$ cat config.mk
export PLATFORM = sky130hd
export DESIGN_NAME = add_sub_serial
export DESIGN_NICKNAME = d
export VERILOG_FILES = /design/src/rtl/add_sub_serial.sv
export SDC_FILE = /design/constraint.sdc
export NUM_CORES = 1
export LEC_CHECK = 0
export ABC_AREA = 1
export ABC_CLOCK_PERIOD_IN_PS = 2050
export CORE_ASPECT_RATIO = 0.6
export CORE_MARGIN = 2
export CORE_UTILIZATION = 51
export DETAILED_ROUTE_END_ITERATION = 6
export GPL_ROUTABILITY_DRIVEN = 0
export PLACE_DENSITY = 0.79
export SETUP_SLACK_MARGIN = 0.15
export SKIP_CTS_REPAIR_TIMING = 1
export SLEW_MARGIN = 15
export SYNTH_ARGS = -nofsm -noshare
export SYNTH_HDL_FRONTEND = slang
export SYNTH_SLANG_ARGS = --single-unit
$ cat constraint.sdc
create_clock -name clk -period 2.05 [get_ports clk]
set_input_delay 0.41 -clock clk [delete_from_list [all_inputs] [get_ports clk]]
set_output_delay 0.41 -clock clk [all_outputs]
set_load 0.02 [all_outputs]
$ cat src/rtl/add_sub_serial.sv
// Digit-serial two's-complement adder/subtractor, DIGIT bits per clock, LSB first.
// Optional: define ADD_SUB_SERIAL_SATURATE_EN to saturate Sum on signed overflow.
module add_sub_serial #(
    parameter int WIDTH = 16,
    parameter int DIGIT = 4
) (
    input  logic             clk,
    input  logic             rst_n,
    input  logic             start,
    input  logic [WIDTH-1:0] opA,
    input  logic [WIDTH-1:0] opB,
    input  logic             opSel,
    output logic             busy,
    output logic             done,
    output logic [WIDTH-1:0] Sum,
    output logic             Overflow,
    output logic             CarryOut
);

    localparam int DG = (DIGIT < 1) ? 1 : DIGIT;
    localparam int N  = WIDTH / DG;
    localparam int CW = (N > 1) ? $clog2(N) : 1;
    localparam logic [CW-1:0] LAST = CW'(N - 1);

    localparam logic [0:0] IDLE = 1'b0;
    localparam logic [0:0] RUN  = 1'b1;

    generate
        if (WIDTH < 2 || DIGIT < 1 || DIGIT > WIDTH) begin : g_bad_range
            $error("add_sub_serial: illegal WIDTH/DIGIT");
        end else if (WIDTH % DIGIT != 0) begin : g_bad_div
            $error("add_sub_serial: DIGIT must divide WIDTH");
        end
    endgenerate

    logic [0:0]       state_q, state_d;
    logic [WIDTH-1:0] a_q, a_d;
    logic [WIDTH-1:0] b_q, b_d;
    logic [WIDTH-1:0] res_q, res_d;
    logic [CW-1:0]    cnt_q, cnt_d;
    logic             carry_q, carry_d;
    logic [WIDTH-1:0] sum_q, sum_d;
    logic             ovf_q, ovf_d;
    logic             co_q, co_d;
    logic             done_q, done_d;

    logic [DG:0]         dfull;
    logic [DG-1:0]       dsum;
    logic                dcout;
    logic                cin_msb;
    logic [WIDTH+DG-1:0] cat;
    logic [WIDTH-1:0]    res_nx;
    logic                ovf_nx;

    always_comb begin
        dfull = {1'b0, a_q[DG-1:0]} + {1'b0, b_q[DG-1:0]}
              + {{DG{1'b0}}, carry_q};
        dsum    = dfull[DG-1:0];
        dcout   = dfull[DG];
        // Carry into the top bit of this digit, recovered from its sum bit.
        cin_msb = a_q[DG-1] ^ b_q[DG-1] ^ dsum[DG-1];
        cat     = {dsum, res_q};
        res_nx  = cat[WIDTH+DG-1:DG];
        ovf_nx  = cin_msb ^ dcout;
    end

    always_comb begin
        state_d = state_q;
        a_d     = a_q;
        b_d     = b_q;
        res_d   = res_q;
        cnt_d   = cnt_q;
        carry_d = carry_q;
        sum_d   = sum_q;
        ovf_d   = ovf_q;
        co_d    = co_q;
        done_d  = 1'b0;
        case (state_q)
            IDLE: begin
                if (start) begin
                    a_d     = opA;
                    b_d     = opB ^ {WIDTH{opSel}};
                    carry_d = opSel;
                    cnt_d   = '0;
                    state_d = RUN;
                end
            end
            RUN: begin
                a_d     = a_q >> DG;
                b_d     = b_q >> DG;
                res_d   = res_nx;
                carry_d = dcout;
                cnt_d   = cnt_q + CW'(1);
                if (cnt_q == LAST) begin
                    sum_d   = res_nx;
`ifdef ADD_SUB_SERIAL_SATURATE_EN
                    if (ovf_nx) begin
                        sum_d = res_nx[WIDTH-1] ? {1'b0, {(WIDTH-1){1'b1}}}
                                                : {1'b1, {(WIDTH-1){1'b0}}};
                    end
`endif
                    ovf_d   = ovf_nx;
                    co_d    = dcout;
                    done_d  = 1'b1;
                    state_d = IDLE;
                end
            end
            default: state_d = IDLE;
        endcase
    end

    always_ff @(posedge clk) begin
        if (!rst_n) begin
            state_q <= IDLE;
            a_q     <= '0;
            b_q     <= '0;
            res_q   <= '0;
            cnt_q   <= '0;
            carry_q <= 1'b0;
            sum_q   <= '0;
            ovf_q   <= 1'b0;
            co_q    <= 1'b0;
            done_q  <= 1'b0;
        end else begin
            state_q <= state_d;
            a_q     <= a_d;
            b_q     <= b_d;
            res_q   <= res_d;
            cnt_q   <= cnt_d;
            carry_q <= carry_d;
            sum_q   <= sum_d;
            ovf_q   <= ovf_d;
            co_q    <= co_d;
            done_q  <= done_d;
        end
    end

    assign busy     = (state_q == RUN);
    assign done     = done_q;
    assign Sum      = sum_q;
    assign Overflow = ovf_q;
    assign CarryOut = co_q;

endmodule

# Word level (Yosys, flattened, before mapping)
# Cells that the tools add are included.
# totals
reg_bits	71
latchBits	0
ramBits	0
mem_bits_ro	0
word_cells	34
mem_count	0
# classes
add_sub_neg	3
multipliers	0
div_mod_pow	0
n_lt_le_gt_ge	0
n_eq_ne	2
n_shift	0
n_mux	12
bitwise	5
n_reduce_logical	2
# ops
op	count
16-bit one-hot mux with 2 select lines	2
16-bit two-way mux	2
16-bit XOR	1
4-bit by 4-bit adder with 5-bit output	1
5-bit by 1-bit adder with 5-bit output	1
1-bit two-way mux	4
1-bit one-hot mux with 2 select lines	2
2-bit one-hot mux with 2 select lines	1
2-bit AND reduction	2
1-bit XOR	3
2-bit by 1-bit adder with 2-bit output (second input constant)	1
2-bit == test (second input constant)	1
2-bit two-way mux	1
2-bit inequality test (second input constant)	1
1-bit inverter	1

# Longest topological paths before layout
# Gate-level depths: netlist (run 1).
# logic_depth
depth_word	4
mapped_depth	11
mapped_depth_nobuf	11

# Worst setup path before layout (run 1)
# Ideal clock, no wire load.
# synth_timing
path_type	reg-to-reg
from	register a_q[0]
to	register ovf_q, in the netlist Overflow
setup_ps	113
t_arrival_ps	1609
setup_slack_ps	328
stages_incl_launch_ff	12
path_buffers	0
cell_sequence	dfxtp_1 > inv_1 > fa_1 > fa_1 > inv_1 > nand2_1 > nand2_1 > nand2_1 > inv_1 > nand2_1 > nand3_1 > nand2_1
# synth_between
elab_chain_cells	4
# synth_rtl
item	line_no	rtl
start, declared	37	logic [WIDTH-1:0] a_q, a_d;
start signal, assigned	115	a_q <= '0;
start signal, assigned	126	a_q <= a_d;
4-bit by 4-bit adder with 5-bit output (*)	56	dfull = {1'b0, a_q[DG-1:0]} + {1'b0, b_q[DG-1:0]}
5-bit by 1-bit adder with 5-bit output (*)	57	+ {{DG{1'b0}}, carry_q};
1-bit XOR	61	cin_msb = a_q[DG-1] ^ b_q[DG-1] ^ dsum[DG-1];
1-bit XOR (*)	64	ovf_nx = cin_msb ^ dcout;
end signal, assigned	132	ovf_q <= ovf_d;
end, declared	43	logic ovf_q, ovf_d;
# Every way passes the cells marked *; elsewhere a longest branch is shown, timed or not.
# A chain may end at the register's enable or synchronous reset.

# Worst setup path after layout (run 1)
# Same ends and word-level chain as after synthesis.

==> flow_summary.ini, run 1 <==
[sta]
relSlewSlack = 0.8053
skew_ns = 0.004318
setup_viol = 0
tns_ns = 0
rsz0062_at_grt = no
min_period_ns = 1.806
finalHoldViolCount = 0
timing.final.crit_share = 0.8809
drv_slew = 0
tightest_slew_ns = 0.2916
fmax_ghz = 0.5537

[critical_path]
reg2reg_to = Overflow$_SDFFE_PN0P_
cp_max_fo = 4
crit_path_frequent_cell = nand2_1
r2r_start = a_q[0]$_SDFFE_PN0P_
end_kind = register
crit_arrival_ns = 2.04
max_stage_delay_ns = 0.43
worst_setup_path_start_kind = register
worstPathCellList = inv_1 > fa_2 > fa_2 > inv_1 > nand2_1 > nand2_1 > nand2_1 > inv_1 > nand2_1 > nand3_1 > nand2_1
rr_worst_depth = 11
crit_required_ns = 2.28
cpMaxStageDelayCell = fa_2
rrSetupSlack_ns = 0.24
worst-setup-path-type = register to register

[synthesis]
synth_area_um2 = 2789
synthMuxAreaShare = 0
synth_top_family_by_area = simple AND/OR/NAND/NOR gates
syn-num-nets = 400
synthCells = 358
post_synth_xor_area_fraction = 0.05339
yosys.area_share.simple = 0.1772
synth_warnings = 0
syn_avg_cell_area_um2 = 7.790
synth_compound_area_frac = 0.1687
synth_cell_type_count = 22
synth-seq-cells = 67
seq_area_frac_synth = 0.4809
synth_adder_area_share = 0.03230

[floorplan]
die_h_um = 61.28
start_util = 0.5410
die_w_um = 99.47
coreArea_um2 = 5155
dieArea_um2 = 6095
io_pins = 56
fp-row-count = 20

[final_layout]
nets = 454
layout-drive-gt1-share = 0.07229
utilization = 0.7005
synthToLayoutAreaGrowth_pct = 29.47
multiInputGateArea_um2 = 1214
diodes = 0
seqCellArea_um2 = 1341
final_cell_mix = nand2_1, dfxtp_1, clkdlybuf4s50_1, inv_1, a21oi_1
n_fill_cell = 430
final_common_cell = nand2_1
fin_cells = 481

[detailed_routing]
firstDrtPassIters = 4
antenna_left = 0
routed_via_density = 5.046
wl_per_cell_um = 13.49
initialDrtViolationCount = 138
drt-total-wl_mm = 6.489
drc = 0
routed-via-count = 2427

[global_route]
first_global_vias = 2256
grt_pass1_wl_mm = 10.79
antenna_found_initial = 0
grt.total_usage = 0.2320
grt_overflow = 0
grt_max_degree = 34

[pwr]
power.density_nw_per_um2 = 792.6
p_leak_nw = 1.568
peakVddDrop_v = 0.0003827

[placed_design]
place_hpwl_mm = 4.376
place_inst = 467
portBuffers = 55

[hold_path]
min_path_type = register to register
whs_path_depth = 2
hold_path_end = Sum[15]$_SDFFE_PN0P_
hold_start = Sum[15]$_SDFFE_PN0P_

[clocking]
cts_buffer_depth = 2
cts_tree = built
htreeDepth = 3
clock_sinks = 67
cts_buffers = 9
clock_latency_ns = 0.34
path_clk_slew_ns = 0.07
clock-root-buffer = clkbuf_8

[flow_run]
cap_violations = 0

[run_status]
status = complete, no violations
==> flip-flops by register name (all words and copies together) (netlist names) <==
register,cells
CarryOut,1
Overflow,1
Sum,16
a_q,16
b_q,16
busy,1
carry_q,1
cnt_q,2
done,1
res_q,12
==> layer usage <==
metal  track usage  share of wire  vias up
li1              -              -     1248
met4       0.06654          0.011        0
met5             0              0        -
met2        0.3591           0.43       82
met1        0.3163           0.48     1087
met3       0.07832          0.074       10
==> report_power, final <==
| group | internal, mW | total (mW) | switching (mW) |
|---|---|---|---|
| combinational | 0.162 | 0.354 | 0.192 |
| sequential | 1.37 | 1.40 | 0.0355 |
| clock | 0.646 | 1.11 | 0.462 |
==> worst max path at each step <==
stage                        startpoint                    end  cells past startpoint
floorplan           a_q[0]$_SDFFE_PN0P_  Overflow$_SDFFE_PN0P_                     11
CTS                 a_q[0]$_SDFFE_PN0P_  Overflow$_SDFFE_PN0P_                     11
global route        a_q[0]$_SDFFE_PN0P_  Overflow$_SDFFE_PN0P_                     11
finish              a_q[0]$_SDFFE_PN0P_  Overflow$_SDFFE_PN0P_                     11
global placement    a_q[0]$_SDFFE_PN0P_  Overflow$_SDFFE_PN0P_                     11
detailed placement  a_q[0]$_SDFFE_PN0P_  Overflow$_SDFFE_PN0P_                     11
==> logic make-up (layout without fill, tap and decap cells) <==
family                   Yosys count  in the layout
buffers and inverters             60            117
AND/OR/NAND/NOR                  126            126
XOR/XNOR                          17             17
flip-flops                        67             67
AO/OA/AOI/OAI                     82             82
adder cells (fa/ha/maj)            6              6
==> area by class of cell <==
type                            instances  share of cell area
Timing Repair Buffer                   63              0.1726
Tap cell                               66             0.02287
Multi-Input combinational cell        231              0.3361
Clock buffer                           12             0.04574
Sequential cell                        67              0.3714
Inverter                               40             0.04158
Clock inverter                          2            0.009702
==> cell usage after synthesis (all sizes together) <==
cell    count  area share
clkbuf      5      0.0067
a22o        4       0.013
inv        40       0.054
buf        15       0.027
dfxtp      67        0.48
ha          4       0.018
xor2       16       0.050
o21a        1      0.0027
nand3      11       0.020
a22oi      15       0.040
fa          2       0.014
xnor2       1      0.0031
a21oi      36       0.065
nor2        9       0.015
o21ai      24       0.043
o211ai      2      0.0054
nand2     106        0.14
==> per-stage QoR <==
step	total power [mW]	hold WS (ns)	instance area, um2	worst slack, ns
4_1_cts	2.870	0.4567	3606	0.1560
6_report	2.862	0.4591	3611	0.2441
3_3_place_gp	1.762	0.4392	3406	0.2719
2_1_floorplan	1.630	0.4400	2789	0.3282
5_1_grt	2.980	0.4831	3611	0.1416
3_5_place_dp	1.774	0.4466	3406	0.2103
==> critical path: cells and delay by family (launching register included) <==
family | cells | cell delay (ns)
adders and majority gates | 2 | 0.82
and+or+nand+nor | 6 | 0.37
DFF | 1 | 0.31
buffers and inverters | 3 | 0.22
No activity file was read; power rests on OpenSTA's default activity.
==> run 2: changes to the inputs <==
--- a/config.mk
+++ b/config.mk
@@ -10,6 +10,7 @@
 export CORE_ASPECT_RATIO = 0.6
 export CORE_MARGIN = 2
 export CORE_UTILIZATION = 51
+export CTS_CLUSTER_SIZE = 8
 export DETAILED_ROUTE_END_ITERATION = 6
 export GPL_ROUTABILITY_DRIVEN = 0
 export PLACE_DENSITY = 0.79
==> results of run 2 <==
Final layout, timing and power as in run 1 (identical DEF).
